[src/rtl/jt10_adpcm_pkg.sv]
// Shared types and constants for the ADPCM-A mixer slice.
package jt10_adpcm_pkg;

  localparam int unsigned NCH   = 6;
  localparam int unsigned ACC_W = 19;

  localparam logic [NCH-1:0] SLOT0     = 6'b000001;
  localparam logic [NCH-1:0] ALL_SLOTS = 6'b111111;

  // Signed round accumulator; six full-scale samples fit without overflow.
  typedef logic signed [ACC_W-1:0] acc_t;

  // True when exactly one bit of the slot vector is set.
  function automatic logic is_onehot(input logic [NCH-1:0] v);
    return (v != '0) && ((v & (v - 1'b1)) == '0);
  endfunction

endpackage

[src/rtl/jt10_adpcma_limit.sv]
// Output limiter: arithmetic shift of a round sum, then reduction to 16 bits.
// Build option: define JT10_ADPCMA_SAT_EN to clamp to the 16-bit signed range;
// without it the low 16 bits are taken (two's-complement wrap).
module jt10_adpcma_limit
  import jt10_adpcm_pkg::*;
#(
  parameter int unsigned OUT_SHIFT = 0
) (
  input  logic signed [ACC_W-1:0] acc,
  output logic        [15:0]      pcm
);

  acc_t shifted;

  // Scale the round sum before limiting.
  always_comb begin
    shifted = acc >>> OUT_SHIFT;
  end

`ifdef JT10_ADPCMA_SAT_EN
  localparam acc_t PcmMax = acc_t'(32767);
  localparam acc_t PcmMin = acc_t'(-32768);

  // Clamp to the representable output range.
  always_comb begin
    pcm = shifted[15:0];
    if (shifted > PcmMax) begin
      pcm = 16'h7fff;
    end else if (shifted < PcmMin) begin
      pcm = 16'h8000;
    end
  end
`else
  logic unused_hi;
  assign unused_hi = ^shifted[ACC_W-1:16];

  // Plain truncation; upper bits are dropped.
  always_comb begin
    pcm = shifted[15:0];
  end
`endif

endmodule

[src/rtl/jt10_adpcma_mix.sv]
// ADPCM-A stereo mixer: accumulates six attenuated channel samples per round into
// left/right sums using per-slot pan bits, and publishes a 16-bit stereo sample
// once each complete round, at the ch0 slot that opens the following round.
// Build option: JT10_ADPCMA_SAT_EN selects clamping in the output limiter.
module jt10_adpcma_mix
  import jt10_adpcm_pkg::*;
#(
  parameter int unsigned OUT_SHIFT = 0
) (
  input  logic        clk,
  input  logic        rst_n,
  input  logic        cen,
  input  logic [5:0]  cur_ch,
  input  logic [5:0]  ch_on,
  input  logic        sample,
  input  logic [1:0]  lr,
  input  logic [15:0] pcm_in,
  output logic [15:0] pcm_l,
  output logic [15:0] pcm_r,
  output logic        snd_sample
);

  acc_t           acc_l_q, acc_l_d;
  acc_t           acc_r_q, acc_r_d;
  logic [NCH-1:0] mask_q, mask_d;
  logic [15:0]    pcm_l_q, pcm_l_d;
  logic [15:0]    pcm_r_q, pcm_r_d;
  logic           snd_q;

  logic           slot_valid;
  logic           slot_first;
  logic           publish;
  acc_t           contrib;
  acc_t           base_l, base_r;
  logic [15:0]    lim_l, lim_r;

  // Slot qualification and this slot's signed contribution.
  always_comb begin
    slot_valid = cen & sample & is_onehot(cur_ch);
    slot_first = slot_valid && (cur_ch == SLOT0);
    // Only a round that saw every slot is published.
    publish    = slot_first && (mask_q == ALL_SLOTS);
    if ((ch_on & cur_ch) != '0) begin
      contrib = {{(ACC_W-16){pcm_in[15]}}, pcm_in};
    end else begin
      contrib = '0;
    end
  end

  // Accumulator and slot-mask next state; ch0 reloads instead of adding.
  always_comb begin
    acc_l_d = acc_l_q;
    acc_r_d = acc_r_q;
    mask_d  = mask_q;
    base_l  = slot_first ? acc_t'(0) : acc_l_q;
    base_r  = slot_first ? acc_t'(0) : acc_r_q;
    if (slot_valid) begin
      acc_l_d = base_l + (lr[1] ? contrib : acc_t'(0));
      acc_r_d = base_r + (lr[0] ? contrib : acc_t'(0));
      mask_d  = slot_first ? SLOT0 : (mask_q | cur_ch);
    end
  end

  jt10_adpcma_limit #(
    .OUT_SHIFT (OUT_SHIFT)
  ) u_limit_l (
    .acc (acc_l_q),
    .pcm (lim_l)
  );

  jt10_adpcma_limit #(
    .OUT_SHIFT (OUT_SHIFT)
  ) u_limit_r (
    .acc (acc_r_q),
    .pcm (lim_r)
  );

  // Output hold registers take the finished round only on publish.
  always_comb begin
    pcm_l_d = publish ? lim_l : pcm_l_q;
    pcm_r_d = publish ? lim_r : pcm_r_q;
  end

  // State registers; snd_q follows publish so it lasts a single clk.
  always_ff @(posedge clk or negedge rst_n) begin
    if (!rst_n) begin
      acc_l_q <= '0;
      acc_r_q <= '0;
      mask_q  <= '0;
      pcm_l_q <= '0;
      pcm_r_q <= '0;
      snd_q   <= 1'b0;
    end else begin
      acc_l_q <= acc_l_d;
      acc_r_q <= acc_r_d;
      mask_q  <= mask_d;
      pcm_l_q <= pcm_l_d;
      pcm_r_q <= pcm_r_d;
      snd_q   <= publish;
    end
  end

  assign pcm_l      = pcm_l_q;
  assign pcm_r      = pcm_r_q;
  assign snd_sample = snd_q;

endmodule

[config.mk]
export PLATFORM = sky130hd
export DESIGN_NAME = jt10_adpcma_mix
export DESIGN_NICKNAME = d
export VERILOG_FILES = /design/src/rtl/jt10_adpcm_pkg.sv /design/src/rtl/jt10_adpcma_limit.sv /design/src/rtl/jt10_adpcma_mix.sv
export SDC_FILE = /design/constraint.sdc
export NUM_CORES = 1
export LEC_CHECK = 0
export CAP_MARGIN = 30
export CORE_MARGIN = 2
export CORE_UTILIZATION = 59
export CTS_CLUSTER_SIZE = 20
export DETAILED_ROUTE_END_ITERATION = 10
export GPL_TIMING_DRIVEN = 0
export PLACE_DENSITY_LB_ADDON = 0.08
export REMOVE_ABC_BUFFERS = 1
export SLEW_MARGIN = 5
export SYNTH_ARGS = -nofsm -noshare
export SYNTH_HDL_FRONTEND = slang
export SYNTH_SLANG_ARGS = --single-unit
[constraint.sdc]
create_clock -name clk -period 5.3 [get_ports clk]
set_clock_uncertainty 0.05 [all_clocks]
set_input_delay 0.53 -clock clk [delete_from_list [all_inputs] [get_ports clk]]
set_output_delay 0.53 -clock clk [all_outputs]
set_load 0.02 [all_outputs]
# Word level (Yosys, flattened, before mapping)
# Index checks and enable logic that the tools add are counted.
dict set report totals {
  out_inout_bits 33
  ff_bits 77
  elab_cells 28
}
dict set report op_classes {
  n_bitwise 5
  n_addsub 3
  reduce_logical 6
  n_eq_ne 2
  mux 6
}
# operator n
set ops {}
lappend ops {{$mux W19} 5}
lappend ops {{$add A19 B19 Y19} 2}
lappend ops {{$and A6 B6 Y6} 2}
lappend ops {{$reduce_bool A6 Y1} 2}
lappend ops {{$eq A6 B1 Y1 const B} 1}
lappend ops {{$eq A6 B6 Y1 const B} 1}
lappend ops {{$logic_not A6 Y1} 1}
lappend ops {{$mux W6} 1}
lappend ops {{$or A6 B6 Y6} 1}
lappend ops {{$sub A6 B1 Y6 const B} 1}
lappend ops {{$logic_and A1 B1 Y1} 3}
lappend ops {{$and A1 B1 Y1} 2}

# Depth between registers and ports, before layout
# Gate-level depths: netlist (run 1).
dict set report logic_depth {
  word_depth 8
  depth_mapped 16
  mapped_depth_nobuf 15
}

# Cells and area by module
# A second synthesis (run 1) with hierarchy kept.
dict set report unflattened {
  hier_cells 587
  hier_area_um2 5495.3
}
# mod instances cells_each seq_area_each_um2 area_per_inst_um2
set by_module_without_submodules {}
lappend by_module_without_submodules {jt10_adpcma_mix 1 555 1926.8 5255.0}
lappend by_module_without_submodules {jt10_adpcma_limit 2 16 0.0 120.1}

# Least setup slack after synthesis (run 1)
# Ideal clock, no wire load.
dict set report synth_timing {
  path_type {input port to flip-flop}
  start {in cur_ch[2]}
  end {reg acc_l_q[15]}
  n_path_buf 1
  slack_ns 1.788
  arrival_time_ns 3.382
  stages 14
  required_ns 5.170
  cell_sequence {nor4_2 -> and2b_1 -> nand2_1 -> clkbuf_1 -> and2_1 -> ha_1 -> and2_1 -> o2111ai_1 -> a21boi_2 -> a31oi_1 -> a41o_1 -> o41ai_4 -> mux2_1 -> o211ai_2}
}
dict set report synth_via {
  elab_chain_len 8
}
# item line_no
set synth_lines {}
lappend synth_lines {{start, declared} jt10_adpcma_mix.sv:13} ;# input logic [5:0] cur_ch,
lappend synth_lines {{$sub A6 B1 Y6} jt10_adpcm_pkg.sv:15} ;# return (v != '0) && ((v & (v - 1'b1)) == '0);
lappend synth_lines {{$and A6 B6 Y6} jt10_adpcm_pkg.sv:15}
lappend synth_lines {{$logic_not A6 Y1} jt10_adpcm_pkg.sv:15}
lappend synth_lines {{$logic_and A1 B1 Y1} jt10_adpcm_pkg.sv:15}
lappend synth_lines {{$and A1 B1 Y1} jt10_adpcma_mix.sv:39} ;# slot_valid = cen & sample & is_onehot(cur_ch);
lappend synth_lines {{$logic_and A1 B1 Y1} jt10_adpcma_mix.sv:40} ;# slot_first = slot_valid && (cur_ch == SLOT0);
lappend synth_lines {{$mux W19} jt10_adpcma_mix.sv:55} ;# base_l = slot_first ? acc_t'(0) : acc_l_q;
lappend synth_lines {{$add A19 B19 Y19} jt10_adpcma_mix.sv:58} ;# acc_l_d = base_l + (lr[1] ? contrib : acc_t'(0));
lappend synth_lines {{end signal, assigned} jt10_adpcma_mix.sv:94} ;# acc_l_q <= acc_l_d;
lappend synth_lines {{end, declared} jt10_adpcma_mix.sv:23} ;# acc_t acc_l_q, acc_l_d;
# Several ways; a longest one is shown, not always the timed one.
# A chain may end at the register's enable or synchronous reset.

# Final worst setup path (run 1)
dict set report layout_timing {
  start {in cur_ch[2]}
  end {reg acc_r_q[15]}
}
dict set report layout_via {
  elab_chain_len 8
}
# item line_no
set layout_lines {}
lappend layout_lines {{$sub A6 B1 Y6} jt10_adpcm_pkg.sv:15}
lappend layout_lines {{$and A6 B6 Y6} jt10_adpcm_pkg.sv:15}
lappend layout_lines {{$logic_not A6 Y1} jt10_adpcm_pkg.sv:15}
lappend layout_lines {{$logic_and A1 B1 Y1} jt10_adpcm_pkg.sv:15}
lappend layout_lines {{$and A1 B1 Y1} jt10_adpcma_mix.sv:39}
lappend layout_lines {{$logic_and A1 B1 Y1} jt10_adpcma_mix.sv:40}
lappend layout_lines {{$mux W19} jt10_adpcma_mix.sv:56} ;# base_r = slot_first ? acc_t'(0) : acc_r_q;
lappend layout_lines {{$add A19 B19 Y19} jt10_adpcma_mix.sv:59} ;# acc_r_d = base_r + (lr[0] ? contrib : acc_t'(0));
lappend layout_lines {{end signal, assigned} jt10_adpcma_mix.sv:95} ;# acc_r_q <= acc_r_d;
lappend layout_lines {{end, declared} jt10_adpcma_mix.sv:24} ;# acc_t acc_r_q, acc_r_d;
# Several ways; a longest one is shown, not always the timed one.

==> impl_metrics.py, run 1 <==
metrics = {
    "status": {
        "status": "completed",
    },
    "synth": {
        "post_synth_num_cell_types": 61,
        "count_leader_synth": "sky130_fd_sc_hd__nand2_1",
        "yosys_warnings": 0,
        "synth.yosys.seq_area_share_pct": 38.8,
        "netlist_area_um2": 4580,
        "ys_top_cells_by_area": "sky130_fd_sc_hd__dfrtp_1 (39%), sky130_fd_sc_hd__nand2_1 (13%), sky130_fd_sc_hd__ha_1 (8.2%)",
        "yosysTopAreaCellShare_pct": 38.8,
        "post-synth-top-area-cell": "sky130_fd_sc_hd__dfrtp_1",
        "post_synth_inst_count": 542,
        "async_reset_ff_share_pct": 100,
        "post_synthesis_area_per_instance_um2": 8.45,
        "synth-main-ff-cell": "sky130_fd_sc_hd__dfrtp_1",
        "synth.ff_latch_count": 71,
        "synth_enable_flop_cells": 0,
        "synth_common_cells": "sky130_fd_sc_hd__nand2_1 (154), sky130_fd_sc_hd__dfrtp_1 (71), sky130_fd_sc_hd__and2_1 (59)",
    },
    "place": {
        "dp_hpwl_mm": 7.15,
        "port_buffers": 66,
        "place.gp.congestion": 0.907,
        "place_area_um2": 5340,
    },
    "critical_path": {
        "worstPathArrival_ns": 4.70,
        "crit_path_start": "cur_ch[2]",
        "cp_data_required_time_ns": 5.49,
        "path_max_fanout": 18,
        "timing.rr.start": "acc_r_q[1]",
        "worst_setup_path_start_kind": "input pin",
        "timing.critical_path.to_type": "flip-flop",
        "timing.setup.critical_path_class": "input pin to flip-flop",
    },
    "cts": {
        "number_of_buffers_created_by_cts": 9,
        "clock_sink_count": 71,
        "cts_max_path_buffers": 2,
        "ctsHtreeMaxLevel": 3,
        "clock_insertion_delay_worst_skew_ns": 0.35,
        "cts.root.buffer_cell": "sky130_fd_sc_hd__clkbuf_8",
        "post_cts_resize_count": 0,
        "cts_setup_buffers": 0,
        "clk_pin_slew_ns": 0.08,
        "tritoncts": "done",
        "hold_buffers": 0,
    },
    "timing": {
        "timing.slew.headroom_pct": 48.4,
        "timing_worst_slew_pin_value_ns": 0.771,
        "min_period_ns": 4.51,
        "fmaxAchievable_mhz": 222,
        "rsz0062_at_grt": "false",
        "summed_negative_setup_slack_over_all_endpoints_ns": 0,
        "setup_viol_count_final": 0,
        "finalMaxSlewViolations": 0,
        "period_share_pct": 85.1,
        "finalHoldViolCount": 0,
    },
    "floorplanning": {
        "ios": 67,
        "core_area_um2": 7610,
        "die_area_um2": 8480,
        "die_w_um": 92.1,
        "initial_core_util_pct": 60.2,
        "placement_rows": 32,
        "die_height_um": 92.1,
    },
    "global_route": {
        "grt_remaining_overflow": 0,
        "grt_antenna_before_repair": 0,
        "grt_pass1_wl_mm": 17.2,
        "first_global_vias": 3769,
        "grt_usage_pct": 25.0,
        "grt_start_max_net_pins": 47,
    },
    "power_and_ir_drop": {
        "power.ir.vdd_worst_mv": 0.193,
        "power_density_nw_per_um2": 316,
        "power.static_leakage_nw": 2.78,
        "power.total_mw": 1.76,
    },
    "run": {
        "drv_cap": 0,
    },
    "final_layout": {
        "nNetsFinal": 670,
        "diodes": 0,
        "final_area_um2": 5580,
        "fillCellCount": 593,
        "final_layout_size_suffix_gt1_share_pct": 6.40,
        "layout.area.seq_um2": 1780,
        "multi_input_comb_area_um2": 2660,
        "area_growth_syn_to_layout_pct": 21.9,
    },
    "detailed_routing": {
        "drcViolationCount": 0,
        "first_iter_violations": 147,
        "vias": 3865,
        "via_per_inst": 5.44,
        "wl_mm": 9.93,
        "firstDrtPassIters": 4,
        "wl_per_cell_um": 14.0,
        "drt.antenna.violating_nets": 0,
    },
    "hold_path": {
        "min_path_type": "input pin to asynchronous set/reset pin",
    },
}
-- worst paths after layout --
path,end,slack (ns),cells past startpoint
hold reg to reg,pcm_r[7],0.43,2
min in group clk,pcm_r[7],0.43,2
setup / recovery,acc_r_q[15],0.79,16
hold / removal,acc_l_q[1],0.06,1
max in group asynchronous,acc_l_q[10],4.58,2
setup reg to reg,acc_r_q[15],2.44,11
-- registers in the layout, indices dropped and copies added (netlist names) --
name,count
acc_l_q,16
acc_r_q,16
pcm_l,16
pcm_r,16
mask_q,6
snd_sample,1
-- metal layers --
| layer | track usage [%] | vias to the layer above | share of wire (%) | wire (µm) |
|---|---|---|---|---|
| met5 | 0 | - | 0 | 0 |
| met4 | 8.46 | 0 | 1.3 | 132 |
| met3 | 2.88 | 13 | 3.4 | 335 |
| met2 | 43.8 | 71 | 50 | 4930 |
| met1 | 32.2 | 1832 | 46 | 4530 |
| li1 | - | 1949 | - | - |
-- area by class of cell --
cell class | count | area share [%]
sequential | 71 | 31.8
timing repair buffer | 71 | 13.3
clock inverter | 6 | 1.50
tap | 102 | 2.29
inverter | 16 | 1.08
clock buffer | 10 | 2.47
multi-input combinational | 435 | 47.6
-- cells by family (layout without fill, tap and decap cells) --
family | after synthesis | count (layout) | share of synthesized area [%]
and+or+nand+nor | 273 | 273 | 27.9
AOI/OAI and AO/OA | 104 | 104 | 15.8
DFF | 71 | 71 | 38.8
buffers and inverters | 36 | 103 | 3.25
adders and majority gates | 32 | 32 | 9.07
xor gates and xnor gates | 23 | 23 | 4.40
muxes | 3 | 3 | 0.710
-- stage by stage --
stage	util (%)	worst slack, ns	hold slack (ns)	cells
3_5_place_dp	70.2	0.492	0.412	694
3_3_place_gp	69.4	0.252	0.406	690
2_1_floorplan	-	1.64	0.184	522
4_1_cts	73.1	0.784	0.0760	710
5_1_grt	73.4	0.456	0.0916	711
6_report	73.4	0.792	0.0632	711
-- cell usage in the layout (no fill, tap or decap), types with 3 or more instances in the layout --
cell type                           n
sky130_fd_sc_hd__dfrtp_1           71
sky130_fd_sc_hd__a31oi_1            3
sky130_fd_sc_hd__a211oi_1           4
sky130_fd_sc_hd__nand2b_1           3
sky130_fd_sc_hd__a21o_1             9
sky130_fd_sc_hd__clkinv_2           3
sky130_fd_sc_hd__ha_1              30
sky130_fd_sc_hd__nor3_1             7
sky130_fd_sc_hd__inv_1             14
sky130_fd_sc_hd__xor2_1            15
sky130_fd_sc_hd__xnor2_1            8
sky130_fd_sc_hd__nand3_1            7
sky130_fd_sc_hd__o31ai_1            3
sky130_fd_sc_hd__nand2_1          154
sky130_fd_sc_hd__o21ai_1           23
sky130_fd_sc_hd__and2_1            59
sky130_fd_sc_hd__a21oi_1           22
sky130_fd_sc_hd__clkdlybuf4s50_1   65
sky130_fd_sc_hd__and3_1             3
sky130_fd_sc_hd__nor2_1            22
sky130_fd_sc_hd__buf_12             3
sky130_fd_sc_hd__nor2b_1            3
sky130_fd_sc_hd__o21ai_0           14
sky130_fd_sc_hd__clkbuf_8          10
-- report_power, final --
| group | switching, mW | internal (mW) |
|---|---|---|
| Combinational | 0.311 | 0.269 |
| Clock | 0.215 | 0.276 |
| Sequential | 0.0630 | 0.629 |
-- critical path, cell delays in order --
cell and delay [ns]:
sky130_fd_sc_hd__clkdlybuf4s50_1 0.53, sky130_fd_sc_hd__nor4_2 0.45, sky130_fd_sc_hd__and2b_1 0.22, sky130_fd_sc_hd__nand2_1 0.36, sky130_fd_sc_hd__buf_8 0.30, sky130_fd_sc_hd__nand2_1 0.12, sky130_fd_sc_hd__inv_1 0.05, sky130_fd_sc_hd__ha_1 0.28
sky130_fd_sc_hd__a21o_1 0.20, sky130_fd_sc_hd__a211oi_1 0.36, sky130_fd_sc_hd__o21ai_1 0.19, sky130_fd_sc_hd__a311oi_1 0.50, sky130_fd_sc_hd__nand2_1 0.11, sky130_fd_sc_hd__o211ai_1 0.19, sky130_fd_sc_hd__o21ai_1 0.10, sky130_fd_sc_hd__a22o_1 0.20
(Power assumes the default switching activity.)
==> run 2, diff against run 1 <==
--- a/config.mk
+++ b/config.mk
@@ -6,12 +6,11 @@
 export NUM_CORES = 1
 export LEC_CHECK = 0
 export CAP_MARGIN = 30
-export CORE_MARGIN = 2
 export CORE_UTILIZATION = 59
 export CTS_CLUSTER_SIZE = 20
 export DETAILED_ROUTE_END_ITERATION = 10
 export GPL_TIMING_DRIVEN = 0
-export PLACE_DENSITY_LB_ADDON = 0.08
+export PLACE_DENSITY = 0.94
 export REMOVE_ABC_BUFFERS = 1
 export SLEW_MARGIN = 5
 export SYNTH_ARGS = -nofsm -noshare
==> impl_metrics.py, run 2 (synthesis results as in run 1) <==
metrics = {
    "status": {
        "status": "completed",
    },
    "timing": {
        "timing.slew.headroom_pct": 48.3,
        "finalMaxSlewViolations": 0,
        "setup_viol_count_final": 0,
        "min_period_ns": 4.60,
        "rsz0062_at_grt": "false",
        "finalHoldViolCount": 0,
        "period_share_pct": 86.7,
        "timing_worst_slew_pin_value_ns": 0.772,
        "fmaxAchievable_mhz": 218,
        "summed_negative_setup_slack_over_all_endpoints_ns": 0,
    },
    "power_and_ir_drop": {
        "switching_power_mw": 0.589,
        "clock_group_share_of_total_power_pct": 22.0,
        "power.ir.vdd_worst_mv": 0.137,
        "power.static_leakage_nw": 2.75,
        "switching_share_pct": 35.4,
        "power.sequential.fraction_pct": 41.8,
        "internal_power_mw": 1.07,
        "power_density_nw_per_um2": 301,
        "comb_power_share_pct": 36.2,
    },
    "critical_path": {
        "cp_num_buf_inv": 3,
        "worst_setup_path_start_kind": "input pin",
        "crit_path_cell_trace": "clkdlybuf4s50_1 -> nor4_2 -> and2b_1 -> nand2_1 -> buf_8 -> and2_1 -> ha_1 -> inv_1 -> fa_1 -> nor2b_1 -> o21ai_0 -> a21boi_1 -> o21ai_0 -> a211oi_1 -> o31ai_1 -> mux2i_1 -> nand2_1",
        "timing.setup.critical_path_class": "input pin to flip-flop",
        "worstPathArrival_ns": 4.80,
        "path_max_fanout": 19,
        "worst-r2r-cell-count": 12,
        "critical-path-top-delay-family": "simple AND/OR/NAND/NOR gates",
        "timing.rr.end": "acc_r_q[14]",
        "timing.critical_path.to_type": "flip-flop",
        "cp_data_required_time_ns": 5.50,
        "crit_path_top_delay_cell": "sky130_fd_sc_hd__clkdlybuf4s50_1",
        "r2r_slack_ns": 2.38,
        "cp.depth": 17,
        "timing.rr.start": "acc_r_q[0]",
        "cp_slowest_stage_delay_ns": 0.54,
    },
    "global_route": {
        "grt_pass1_wl_mm": 18.6,
        "grt_start_max_net_pins": 37,
        "first_global_vias": 4149,
        "grt_usage_pct": 28.3,
        "grt_antenna_before_repair": 0,
        "grt_remaining_overflow": 0,
    },
    "final_layout": {
        "layout.cells.most_common_list": "sky130_fd_sc_hd__nand2_1 (154), sky130_fd_sc_hd__dfrtp_1 (71), sky130_fd_sc_hd__clkdlybuf4s50_1 (65), sky130_fd_sc_hd__and2_1 (59), sky130_fd_sc_hd__ha_1 (30)",
        "final_area_um2": 5520,
        "diodes": 0,
        "nNetsFinal": 670,
        "layout_commonest_cell": "sky130_fd_sc_hd__nand2_1",
        "final_layout_size_suffix_gt1_share_pct": 5.78,
        "area_growth_syn_to_layout_pct": 20.6,
        "fillCellCount": 533,
    },
    "cts": {
        "ctsHtreeMaxLevel": 3,
        "cts_max_path_buffers": 2,
        "cts.root.buffer_cell": "sky130_fd_sc_hd__clkbuf_8",
        "number_of_buffers_created_by_cts": 9,
        "tritoncts": "done",
        "cts_setup_buffers": 0,
        "post_cts_resize_count": 0,
        "hold_buffers": 0,
        "clock_sink_count": 71,
        "clock_insertion_delay_worst_skew_ns": 0.36,
        "clk_pin_slew_ns": 0.07,
    },
    "floorplanning": {
        "die_area_um2": 8120,
        "ios": 67,
        "initial_core_util_pct": 62.1,
        "die_height_um": 90.1,
        "placement_rows": 31,
        "die_w_um": 90.1,
        "core_area_um2": 7370,
    },
    "detailed_routing": {
        "vias": 4068,
        "highest_layer": "met4",
        "wl_per_cell_um": 15.6,
        "wl_mm": 11.0,
        "first_iter_violations": 280,
        "routed-wl-met2_mm": 5.46,
        "drt.antenna.violating_nets": 0,
        "met3_wirelength_um": 644,
        "via_per_inst": 5.77,
        "firstDrtPassIters": 5,
        "wl_met1_mm": 4.53,
        "drcViolationCount": 0,
    },
    "run": {
        "drv_cap": 0,
    },
    "place": {
        "place_area_um2": 5330,
        "port_buffers": 66,
        "place.gp.congestion": 0.850,
        "dp_hpwl_mm": 7.40,
    },
    "hold_path": {
        "min_path_type": "input pin to asynchronous set/reset pin",
    },
}
==> run 2: cell types whose count changed in the layout (fill, tap and decap cells not counted) <==
cell                        change
sky130_fd_sc_hd__buf_16         +2
sky130_fd_sc_hd__bufinv_16      -2
sky130_fd_sc_hd__clkbuf_1       +1
sky130_fd_sc_hd__clkinv_2       -1
sky130_fd_sc_hd__clkinv_4       -1
sky130_fd_sc_hd__buf_12         -2
==> run 2: layout make-up <==
class                           instances  area (µm²)  share of cell area [%]
Clock buffer                           11         141                    2.56
Clock inverter                          2        10.0                   0.181
Inverter                               16        60.1                    1.09
Multi-Input combinational cell        435        2660                    48.1
Sequential cell                        71        1780                    32.2
Tap cell                               99         124                    2.24
Timing Repair Buffer                   71         756                    13.7
==> run 2: power groups by stage <==
stage / registers, mW / logic, mW / clock network [mW]
3_5_place_dp: 0.702 / 0.579 / 0
4_1_cts: 0.693 / 0.594 / 0.368
3_3_place_gp: 0.696 / 0.537 / 0
2_1_floorplan: 0.682 / 0.446 / 0
5_1_grt: 0.706 / 0.668 / 0.386
6_report: 0.695 / 0.602 / 0.367
==> run 2: worst max path at each step <==
stage / startpoint / endpoint / slack (ns)
floorplan: cur_ch[2] / acc_l_q[15] / 1.64
global placement: cur_ch[3] / acc_l_q[14] / 0.35
detailed placement: cur_ch[2] / acc_l_q[14] / 0.24
CTS: cur_ch[2] / acc_r_q[14] / 0.56
global route: cur_ch[2] / acc_r_q[14] / 0.39
finish: cur_ch[2] / acc_r_q[14] / 0.70
==> run 2: routing by layer <==
layer | global-route usage, % | up-vias
li1 | - | 1945
met1 | 34.5 | 1910
met2 | 48.9 | 177
met3 | 3.38 | 36
met4 | 15.1 | 0
met5 | 0 | -
==> run 2: stage by stage <==
stage / std cells / power [mW] / hold slack (ns) / util [%] / worst slack [ns]
after floorplan: 522 / 1.13 / 0.184 / - / 1.64
after global placement: 687 / 1.23 / 0.406 / 71.6 / 0.352
after detailed placement: 690 / 1.28 / 0.412 / 72.3 / 0.237
after CTS: 703 / 1.65 / 0.107 / 74.4 / 0.555
after global routing: 705 / 1.76 / 0.121 / 74.9 / 0.395
final: 705 / 1.66 / 0.0795 / 74.9 / 0.703
==> run 3, diff against run 2 <==
--- a/config.mk
+++ b/config.mk
@@ -6,11 +6,12 @@
 export NUM_CORES = 1
 export LEC_CHECK = 0
 export CAP_MARGIN = 30
-export CORE_UTILIZATION = 59
+export CORE_UTILIZATION = 60
 export CTS_CLUSTER_SIZE = 20
 export DETAILED_ROUTE_END_ITERATION = 10
+export DONT_BUFFER_PORTS = 1
 export GPL_TIMING_DRIVEN = 0
-export PLACE_DENSITY = 0.94
+export PLACE_DENSITY = 0.84
 export REMOVE_ABC_BUFFERS = 1
 export SLEW_MARGIN = 5
 export SYNTH_ARGS = -nofsm -noshare
==> impl_metrics.py, run 3 (synthesis results as in run 1) <==
metrics = {
    "timing": {
        "rsz0062_at_grt": "false",
        "finalHoldViolCount": 5,
        "min_period_ns": 3.82,
        "finalMaxSlewViolations": 0,
        "timing_worst_slew_pin_value_ns": 0.966,
        "summed_negative_setup_slack_over_all_endpoints_ns": 0,
        "timing.slew.headroom_pct": 35.4,
        "fmaxAchievable_mhz": 262,
        "final_critical_path_setup_slack_ns": 1.48,
        "fin_hold_ws_ns": -0.00454,
        "setup_viol_count_final": 0,
        "period_share_pct": 72.0,
    },
    "detailed_routing": {
        "drt.antenna.violating_nets": 0,
        "first_iter_violations": 171,
        "firstDrtPassIters": 5,
        "wl_mm": 9.92,
        "drcViolationCount": 0,
        "wl_per_cell_um": 15.5,
        "via_per_inst": 5.83,
        "vias": 3727,
    },
    "final_layout": {
        "fillCellCount": 589,
        "layout.cells.most_common_list": "sky130_fd_sc_hd__nand2_1 (154), sky130_fd_sc_hd__dfrtp_1 (71), sky130_fd_sc_hd__and2_1 (59), sky130_fd_sc_hd__ha_1 (30), sky130_fd_sc_hd__o21ai_1 (23)",
        "diodes": 0,
        "layout_commonest_cell": "sky130_fd_sc_hd__nand2_1",
        "area_growth_syn_to_layout_pct": 6.64,
        "final-instance-count-excl-fill": 639,
        "final_layout_size_suffix_gt1_share_pct": 6.11,
        "nNetsFinal": 603,
    },
    "global_route": {
        "grt_remaining_overflow": 0,
        "grt_antenna_before_repair": 0,
        "grt_pass1_wl_mm": 16.2,
        "first_global_vias": 3559,
        "grt_start_max_net_pins": 72,
        "grt_usage_pct": 26.5,
    },
    "floorplanning": {
        "die_w_um": 89.4,
        "die_height_um": 89.4,
        "ios": 67,
        "placement_rows": 31,
        "initial_core_util_pct": 62.5,
        "die_area_um2": 7990,
        "core_area_um2": 7330,
    },
    "run": {
        "drv_cap": 0,
    },
    "hold_path": {
        "min_path_type": "input pin to asynchronous set/reset pin",
    },
    "critical_path": {
        "crit_path_cell_trace": "a22oi_1 -> a31oi_2 -> and2_1 -> ha_1 -> inv_1 -> fa_1 -> nor2b_1 -> o21ai_1 -> a21o_1 -> a31oi_4 -> a2111oi_0 -> o41a_1 -> xor2_1 -> o21ai_1",
        "r2r_slack_ns": 2.36,
        "path_max_fanout": 17,
        "critical-path-top-delay-family": "compound AO/OA/AOI/OAI gates",
        "worst_setup_path_start_kind": "input pin",
        "timing.setup.critical_path_class": "input pin to flip-flop",
        "crit_path_top_delay_cell": "sky130_fd_sc_hd__a31oi_2",
        "timing.critical_path.to_type": "flip-flop",
        "cp_num_buf_inv": 1,
        "cp_slowest_stage_delay_ns": 0.82,
        "worstPathArrival_ns": 4.04,
        "cp_data_required_time_ns": 5.53,
        "worst_path_most_repeated_cell": "sky130_fd_sc_hd__o21ai_1",
    },
    "cts": {
        "cts_max_path_buffers": 2,
        "clock_sink_count": 71,
        "post_cts_resize_count": 0,
        "cts_setup_buffers": 0,
        "ctsHtreeMaxLevel": 3,
        "hold_buffers": 1,
        "clock_insertion_delay_worst_skew_ns": 0.35,
        "tritoncts": "done",
        "clk_pin_slew_ns": 0.07,
        "cts.root.buffer_cell": "sky130_fd_sc_hd__clkbuf_8",
        "number_of_buffers_created_by_cts": 9,
    },
    "power_and_ir_drop": {
        "internal_power_mw": 1.10,
        "clock_group_share_of_total_power_pct": 25.4,
        "power_density_nw_per_um2": 341,
        "comb_power_share_pct": 33.1,
        "switching_power_mw": 0.562,
        "power.static_leakage_nw": 2.51,
        "power.sequential.fraction_pct": 41.6,
        "power.total_mw": 1.67,
        "switching_share_pct": 33.7,
        "power.ir.vdd_worst_mv": 0.165,
    },
    "place": {
        "post-place-ws_ns": 1.22,
        "place.gp.congestion": 0.898,
        "place.detailed.instances": 623,
        "port_buffers": 0,
        "dp_hpwl_mm": 6.68,
    },
    "status": {
        "status": "complete, but fails checks",
        "violations": "hold timing",
    },
}
run 3: worst paths after layout:
path / from / end / cells after the start
worst max-delay path: ch_on[0] / acc_l_q[14] / 14
worst min-delay path: rst_n / acc_l_q[3] / 1
worst max register to register: acc_l_q[0] / acc_l_q[14] / 12
worst min register to register: acc_l_q[4] / pcm_l[4] / 2
max in group asynchronous: rst_n / pcm_l[7] / 1
min in group clk: cur_ch[0] / mask_q[3] / 1
run 3: per-stage QoR:
stage / utilization (%) / instance area (µm²) / hold WS, ns
final: 66.6 / 4880 / -0.00454
after global routing: 66.6 / 4880 / 0.0366
after CTS: 66.3 / 4860 / 0.0215
after detailed placement: 63.5 / 4660 / 0.186
after global placement: 62.9 / 4610 / 0.187
after floorplan: - / 4490 / 0.184
run 3: power groups by stage:
| stage | Sequential [mW] | Clock, mW | Combinational (mW) |
|---|---|---|---|
| floorplan | 0.682 | 0 | 0.446 |
| global placement | 0.696 | 0 | 0.500 |
| detailed placement | 0.702 | 0 | 0.526 |
| CTS | 0.692 | 0.427 | 0.545 |
| global route | 0.705 | 0.451 | 0.623 |
| finish | 0.693 | 0.423 | 0.551 |
run 3: cell type report:
| cell class | count | area (µm²) | share of cell area, % |
|---|---|---|---|
| multi-input combinational | 435 | 2660 | 54.5 |
| sequential | 71 | 1780 | 36.4 |
| clock buffer | 13 | 149 | 3.05 |
| tap | 99 | 124 | 2.54 |
| timing repair buffer | 4 | 82.6 | 1.69 |
| inverter | 16 | 60.1 | 1.23 |
| clock inverter | 1 | 30.0 | 0.615 |
run 3: routing by layer:
layer	up-vias	part of all wire, %	global-route usage (%)
li1	1812	-	-
met4	0	2.6	13.1
met2	126	47	41.9
met5	-	0	0
met3	21	6.9	6.09
met1	1768	43	34.3
